===== config.mk =====
export PLATFORM = sky130hd
export DESIGN_NAME = write_back
export DESIGN_NICKNAME = d
export VERILOG_FILES = /design/src/rtl/write_back_pkg.sv /design/src/rtl/write_back.sv
export SDC_FILE = /design/constraint.sdc
export NUM_CORES = 2
export LEC_CHECK = 0
export CORE_AREA = 4 4 491 493
export CTS_CLUSTER_DIAMETER = 120
export CTS_CLUSTER_SIZE = 20
export DETAILED_ROUTE_END_ITERATION = 10
export DIE_AREA = 0 0 495 497
export PLACE_DENSITY = 0.48
export SETUP_SLACK_MARGIN = 0.15
export SLEW_MARGIN = 0
export SYNTH_ARGS = -nofsm -noshare
export SYNTH_HDL_FRONTEND = slang
export SYNTH_SLANG_ARGS = --single-unit

===== constraint.sdc =====
create_clock -name clock -period 5 [get_ports clock]
set_input_delay 0.5 -clock clock [delete_from_list [all_inputs] [get_ports clock]]
set_output_delay 0.5 -clock clock [all_outputs]
set_load 0.01 [all_outputs]

===== src/rtl/write_back_pkg.sv =====
// write_back_pkg: shared types and constants for the write-back stage.
//   regval_t  : one 32-bit architectural register value
//   regind_t  : 5-bit register index
//   regfile_t : the full 32x32 architectural register file
//   R0/Flags/Pc          : special register indices
//   FlagCarry..FlagZero  : bit positions of the condition flags in registers[Flags]
//   wb_state_t           : write-back sequencing states
package write_back_pkg;

   typedef logic [31:0]          regval_t;
   typedef logic [4:0]           regind_t;
   typedef logic [31:0][31:0]    regfile_t;

   localparam regind_t R0    = 5'd0;
   localparam regind_t Flags = 5'd30;
   localparam regind_t Pc    = 5'd31;

   localparam int unsigned FlagCarry    = 30;
   localparam int unsigned FlagNegative = 29;
   localparam int unsigned FlagOverflow = 28;
   localparam int unsigned FlagZero     = 27;

   typedef enum logic [1:0] {
      Idle  = 2'd0,
      Upper = 2'd1,
      Store = 2'd2
   } wb_state_t;

endpackage


===== src/rtl/write_back.sv =====
// write_back: final pipeline stage. Commits one execute result per cycle to
// the architectural register file, Flags, PC or data memory, and sequences
// two-cycle commits (upper halves) and bus-stalled stores.
// Ports:
//   clock, reset_n              : clock, asynchronous active-low reset
//   is_valid / hold             : flow control with execute (hold = stall)
//   pc, destination_register,
//   is_writing_memory, flags,
//   destination_value,
//   has_upper_value, upper_value,
//   adjustment_value, has_flushed : incoming execute result
//   registers                   : architectural register file
//   mem_address, mem_writedata,
//   mem_write, mem_waitrequest  : data-memory store port
//   redirect_valid, redirect_pc : pulse when an instruction writes Pc
//   retired                     : pulse per committed instruction
module write_back
   import write_back_pkg::*;
#(
   parameter int unsigned ADDRESS_WIDTH = 32,
   parameter logic [31:0] RESET_PC      = 32'h0
) (
   input  logic                     clock,
   input  logic                     reset_n,
   input  logic                     is_valid,
   output logic                     hold,
   input  logic [31:0]              pc,
   input  logic [4:0]               destination_register,
   input  logic                     is_writing_memory,
   input  logic [3:0]               flags,
   input  logic [31:0]              destination_value,
   input  logic                     has_upper_value,
   input  logic [31:0]              upper_value,
   input  logic [31:0]              adjustment_value,
   input  logic                     has_flushed,
   output regfile_t                 registers,
   output logic [ADDRESS_WIDTH-1:0] mem_address,
   output logic [31:0]              mem_writedata,
   output logic                     mem_write,
   input  logic                     mem_waitrequest,
   output logic                     redirect_valid,
   output logic [31:0]              redirect_pc,
   output logic                     retired
);

   wb_state_t                state_r;
   wb_state_t                state_next_s;
   regfile_t                 registers_r;
   regval_t                  upper_value_r;
   regind_t                  upper_index_r;
   logic [ADDRESS_WIDTH-1:0] mem_address_r;
   logic [31:0]              mem_writedata_r;
   logic                     mem_write_r;
   logic                     redirect_valid_r;
   logic [31:0]              redirect_pc_r;
   logic                     retired_r;

   logic                     hold_s;
   logic                     commit_s;
   logic                     store_s;
   logic                     upper_s;
   logic [ADDRESS_WIDTH-1:0] store_address_s;

   // hold depends only on the state so execute sees no loop through is_valid
   assign hold_s = (state_r != Idle);

   // Classify the incoming entry; flushed entries are accepted but have no effect
   always_comb begin
      commit_s        = is_valid && !hold_s && !has_flushed;
      store_s         = commit_s && is_writing_memory;
      upper_s         = commit_s && has_upper_value && !is_writing_memory;
      store_address_s = ADDRESS_WIDTH'(registers_r[destination_register] + adjustment_value);
   end

   // FSM next-state logic
   always_comb begin
      state_next_s = state_r;
      case (state_r)
         Idle: begin
            if (store_s) begin
               state_next_s = Store;
            end else if (upper_s) begin
               state_next_s = Upper;
            end else begin
               state_next_s = Idle;
            end
         end
         Upper: begin
            state_next_s = Idle;
         end
         Store: begin
            if (!mem_waitrequest) begin
               state_next_s = Idle;
            end else begin
               state_next_s = Store;
            end
         end
         default: begin
            state_next_s = Idle;
         end
      endcase
   end

   // FSM state register
   always_ff @(posedge clock or negedge reset_n) begin
      if (!reset_n) begin
         state_r <= Idle;
      end else begin
         state_r <= state_next_s;
      end
   end

   // Register-file write port, store port and retire/redirect pulses
   always_ff @(posedge clock or negedge reset_n) begin
      if (!reset_n) begin
         registers_r      <= '0;
         registers_r[Pc]  <= RESET_PC;
         upper_value_r    <= 32'h0;
         upper_index_r    <= 5'd0;
         mem_address_r    <= '0;
         mem_writedata_r  <= 32'h0;
         mem_write_r      <= 1'b0;
         redirect_valid_r <= 1'b0;
         redirect_pc_r    <= 32'h0;
         retired_r        <= 1'b0;
      end else begin
         retired_r        <= 1'b0;
         redirect_valid_r <= 1'b0;
         if (store_s) begin
            // Stores only advance Pc; flags and registers are untouched
            registers_r[Pc] <= pc + 32'd4;
            mem_address_r   <= store_address_s;
            mem_writedata_r <= destination_value;
            mem_write_r     <= 1'b1;
         end else if (commit_s) begin
            // Later assignments win: explicit destination beats flag update and pc+4
            registers_r[Pc]                  <= pc + 32'd4;
            registers_r[Flags][FlagCarry]    <= flags[3];
            registers_r[Flags][FlagNegative] <= flags[2];
            registers_r[Flags][FlagOverflow] <= flags[1];
            registers_r[Flags][FlagZero]     <= flags[0];
            if (destination_register != R0) begin
               registers_r[destination_register] <= destination_value;
            end
            if (destination_register == Pc) begin
               redirect_valid_r <= 1'b1;
               redirect_pc_r    <= destination_value;
            end
            if (has_upper_value) begin
               // Retire is deferred to the Upper cycle so only one pulse is seen
               upper_value_r <= upper_value;
               upper_index_r <= destination_register + 5'd1;
            end else begin
               retired_r <= 1'b1;
            end
         end else if (state_r == Upper) begin
            if (upper_index_r != R0) begin
               registers_r[upper_index_r] <= upper_value_r;
            end
            retired_r <= 1'b1;
         end else if ((state_r == Store) && !mem_waitrequest) begin
            mem_write_r <= 1'b0;
            retired_r   <= 1'b1;
         end
      end
   end

   assign hold           = hold_s;
   assign registers      = registers_r;
   assign mem_address    = mem_address_r;
   assign mem_writedata  = mem_writedata_r;
   assign mem_write      = mem_write_r;
   assign redirect_valid = redirect_valid_r;
   assign redirect_pc    = redirect_pc_r;
   assign retired        = retired_r;

endmodule


==> results.sh <==
export IMPL_cts_tree="built"
export IMPL_synth_seq_cells=1162
export IMPL_cts_reportedPaths_clkPinSlew_ns=0.10
export IMPL_path_class="reg2reg"
export IMPL_antenna_found_initial=22
export IMPL_hpwl_microns=341000
export IMPL_syn_area_per_cell_sq_um=10.1
export IMPL_synthTopCellsByCount="dfrtp_1 (1,162), nor2_1 (826), a22oi_1 (776), a21oi_1 (667), nand2_1 (445)"
export IMPL_worstPathRequired_ns=5.60
export IMPL_start_util_pct=26.3
export IMPL_period_minus_slack_ns=4.40
export IMPL_wirelength_microns=445000
export IMPL_ant_nets=0
export IMPL_design_area_sq_um=81000
export IMPL_cts_sinks=1162
export IMPL_synth_edf_count=0
export IMPL_cp_data_arrival_time_ns=5.00
export IMPL_ir_drop_mv=0.367
export IMPL_crit_chain="mux4_2 > a22o_1 > nor4_2 > buf_4 > inv_1 > ha_1 > a211oi_1 > o211ai_1 > a311o_1 > a221o_1 > a211oi_1 > buf_4 > o21bai_1 > xnor2_1 > o21ai_0"
export IMPL_rows=179
export IMPL_synth_seq_area_share_pct=46.6
export IMPL_critPathMaxFanout=3
export IMPL_worst_slew_pin_slew_ns=1.33
export IMPL_post_cts_resized=0
export IMPL_max_slew_margin_rel_pct=11.7
export IMPL_max_clock_freq_mhz=227
export IMPL_globalRoute_totalOverflow=0
export IMPL_vias=61900
export IMPL_dpl_instance_area_sq_um=79000
export IMPL_drt_iter0_markers=7837
export IMPL_syn_inst=6182
export IMPL_post_drt_wl_per_cell_microns=43.3
export IMPL_die_area_sq_um=246000
export IMPL_grt_pass1_vias=59000
export IMPL_die_height_microns=497
export IMPL_yosys_top_cells_area="dfrtp_1 (47%), a22oi_1 (9.3%), mux4_2 (9.0%)"
export IMPL_core_sq_um=237000
export IMPL_start_kind="flop"
export IMPL_synth_top_family_by_area="compound AO/OA/AOI/OAI gates"
export IMPL_portBuffers=1267
export IMPL_endpoint_kind="flop"
export IMPL_grt_first_pass_wirelength_microns=582000
export IMPL_synth_ff_type="dfrtp_1"
export IMPL_max_stage_delay_ns=0.58
export IMPL_critPathSlowestCell="mux4_2"
export IMPL_remaining_drc_errors=0
export IMPL_routabilityCongestion=0.958
export IMPL_io_pins=1268
export IMPL_synth_simple_gate_area_share_pct=10.7
export IMPL_root_buffer="clkbuf_16"
export IMPL_max_clock_path_buffers=3
export IMPL_r2r_setup_slack_ns=0.60
export IMPL_cap_viol_max_count=0
export IMPL_die_w_microns=495
export IMPL_p_leak_nw=30.3
export IMPL_grt_max_degree=128
export IMPL_rsz0062_at_grt="false"
export IMPL_powerDensity_nw_per_um2=594
export IMPL_final_hold_viol_count=0
export IMPL_clock_latency_ns=0.75
export IMPL_htreeDepth=3
export IMPL_synthAdderAreaFrac_pct=0.774
export IMPL_hold_path_class="in2reg"
export IMPL_via_per_inst=6.02
export IMPL_status="completed"
export IMPL_grt_usage_pct=34.8
export IMPL_multiInputGateArea_sq_um=30300
export IMPL_synthArstFlopShare_pct=100
export IMPL_nets=7275
export IMPL_cts_buffers=69
export IMPL_drive_gt1_share_pct=13.5
export IMPL_synth_fp_nets=6364
export IMPL_synth_warnings=0
export IMPL_dr_pass1_iters=7
export IMPL_syn_cell_area_sq_um=62400
export IMPL_syn2layout_area_growth_pct=29.7
export IMPL_setup_viol=0
export IMPL_ctsHoldBuffers=1
export IMPL_fin_util_pct=34.2
export IMPL_synthDistinctLibCells=73
export IMPL_synth_top_cell_by_area="dfrtp_1"
export IMPL_synth_xor_area_share_pct=0.758
export IMPL_yosys_area_top_type_share_pct=46.6
export IMPL_post_synth_top_count_cell="dfrtp_1"
export IMPL_hold_worst_slack_ns=0.365
export IMPL_nFillCells=24100
export IMPL_finalClockSkew_ns=0.0463
export IMPL_regArea_sq_um=29100
export IMPL_post_cts_setup_buffer_count=0
export IMPL_finalCritPeriodShare_pct=88.0
export IMPL_finalMaxSlewViolations=0
export IMPL_synth_compound_area_share_pct=25.0
export IMPL_synth_area_mux_share_pct=10.8
worst paths after layout:
kind / start / depth (start not counted) / to
max in group asynchronous: reset_n / 3 / registers[196]
worst min-delay path: mem_waitrequest / 3 / state_r[1]
worst max register to register: registers[929] / 15 / mem_address[27]
worst max-delay path: registers[929] / 15 / mem_address[27]
min in group asynchronous: reset_n / 2 / registers[25]
worst min register to register: registers[17] / 0 / registers[17]
cell families (layout without fill, tap and decap cells):
kind of cell	count (synthesis)	count (layout)
flops	1162	1162
xor+xnor	54	54
other cells	0	10
mux	350	350
buf+inv	750	1677
simple gates	1545	1545
fa+ha+maj	38	38
compound gates	2283	2283
sequential cells by signal, summed over array words and instances, names as in the netlist:
register and count:
mem_address 32, mem_write 1, mem_writedata 32, redirect_pc 32, redirect_valid 1, registers 1024
retired 1, state_r 2, upper_index_r 5, upper_value_r 32
per-layer routing:
metal,track usage (%),vias up,routed length [microns]
met5,0,-,104
met4,22.8,18,36500
met3,8.30,791,42800
met2,55.7,4358,204000
met1,41.6,32000,161000
li1,-,24700,-
report_power, final:
group          leakage (nW)  total, mW  internal [mW]  switching (mW)
clock network         0.967       6.54           2.74            3.80
registers              14.3       18.8           13.0            5.76
logic                  15.0       22.8           10.5            12.3
cells in the final DEF, fill, tap and decap left out, types with 11 or more instances in the layout:
cell / n
buf_12: 44
nor2_4: 23
buf_4: 263
and2_0: 14
o21ai_0: 184
dfrtp_1: 1162
a22oi_1: 776
nor2_1: 789
mux2i_1: 27
xnor2_1: 26
nand2_2: 15
o211ai_1: 13
xor2_1: 28
ha_1: 37
nand2_1: 429
a21oi_1: 667
inv_1: 16
nor3_4: 21
and3_2: 14
mux4_2: 249
clkdlybuf4s50_1: 1263
nor2_2: 15
mux2_2: 74
a32oi_1: 12
and3_1: 12
nand4_1: 32
and2_2: 19
a221o_1: 11
o221ai_1: 162
and2_1: 46
nand3_1: 27
clkbuf_16: 73
nor3_1: 33
a21oi_2: 104
o22a_1: 96
a21o_1: 20
o21a_1: 161
layout make-up:
class | count | area share [%]
Antenna cell | 10 | 0.0309
Timing Repair Buffer | 1573 | 19.2
Clock buffer | 81 | 2.32
Multi-Input combinational cell | 4270 | 37.4
Clock inverter | 6 | 0.128
Sequential cell | 1162 | 35.9
Tap cell | 3167 | 4.89
Inverter | 17 | 0.0804
worst max-delay path, delay by kind of cell (launching register included):
kind | cells | cell delay (ns)
mux | 1 | 0.58
simple gates | 1 | 0.25
fa+ha+maj | 1 | 0.28
xor+xnor | 1 | 0.14
compound gates | 8 | 2.10
buf+inv | 3 | 0.37
flops | 1 | 0.52
stage by stage:
| step | TNS [ns] | setup WS [ns] | power (mW) | std cells |
|---|---|---|---|---|
| floorplan | 0 | 0.151 | 24.4 | 6182 |
| global placement | -2.04 | -0.251 | 41.3 | 10200 |
| detailed placement | -1.23 | -0.191 | 41.4 | 10200 |
| CTS | 0 | 0.590 | 48.1 | 10300 |
| global route | 0 | 0.303 | 49.6 | 10300 |
| finish | 0 | 0.598 | 48.1 | 10300 |
Power figures use the tool's default switching activity.
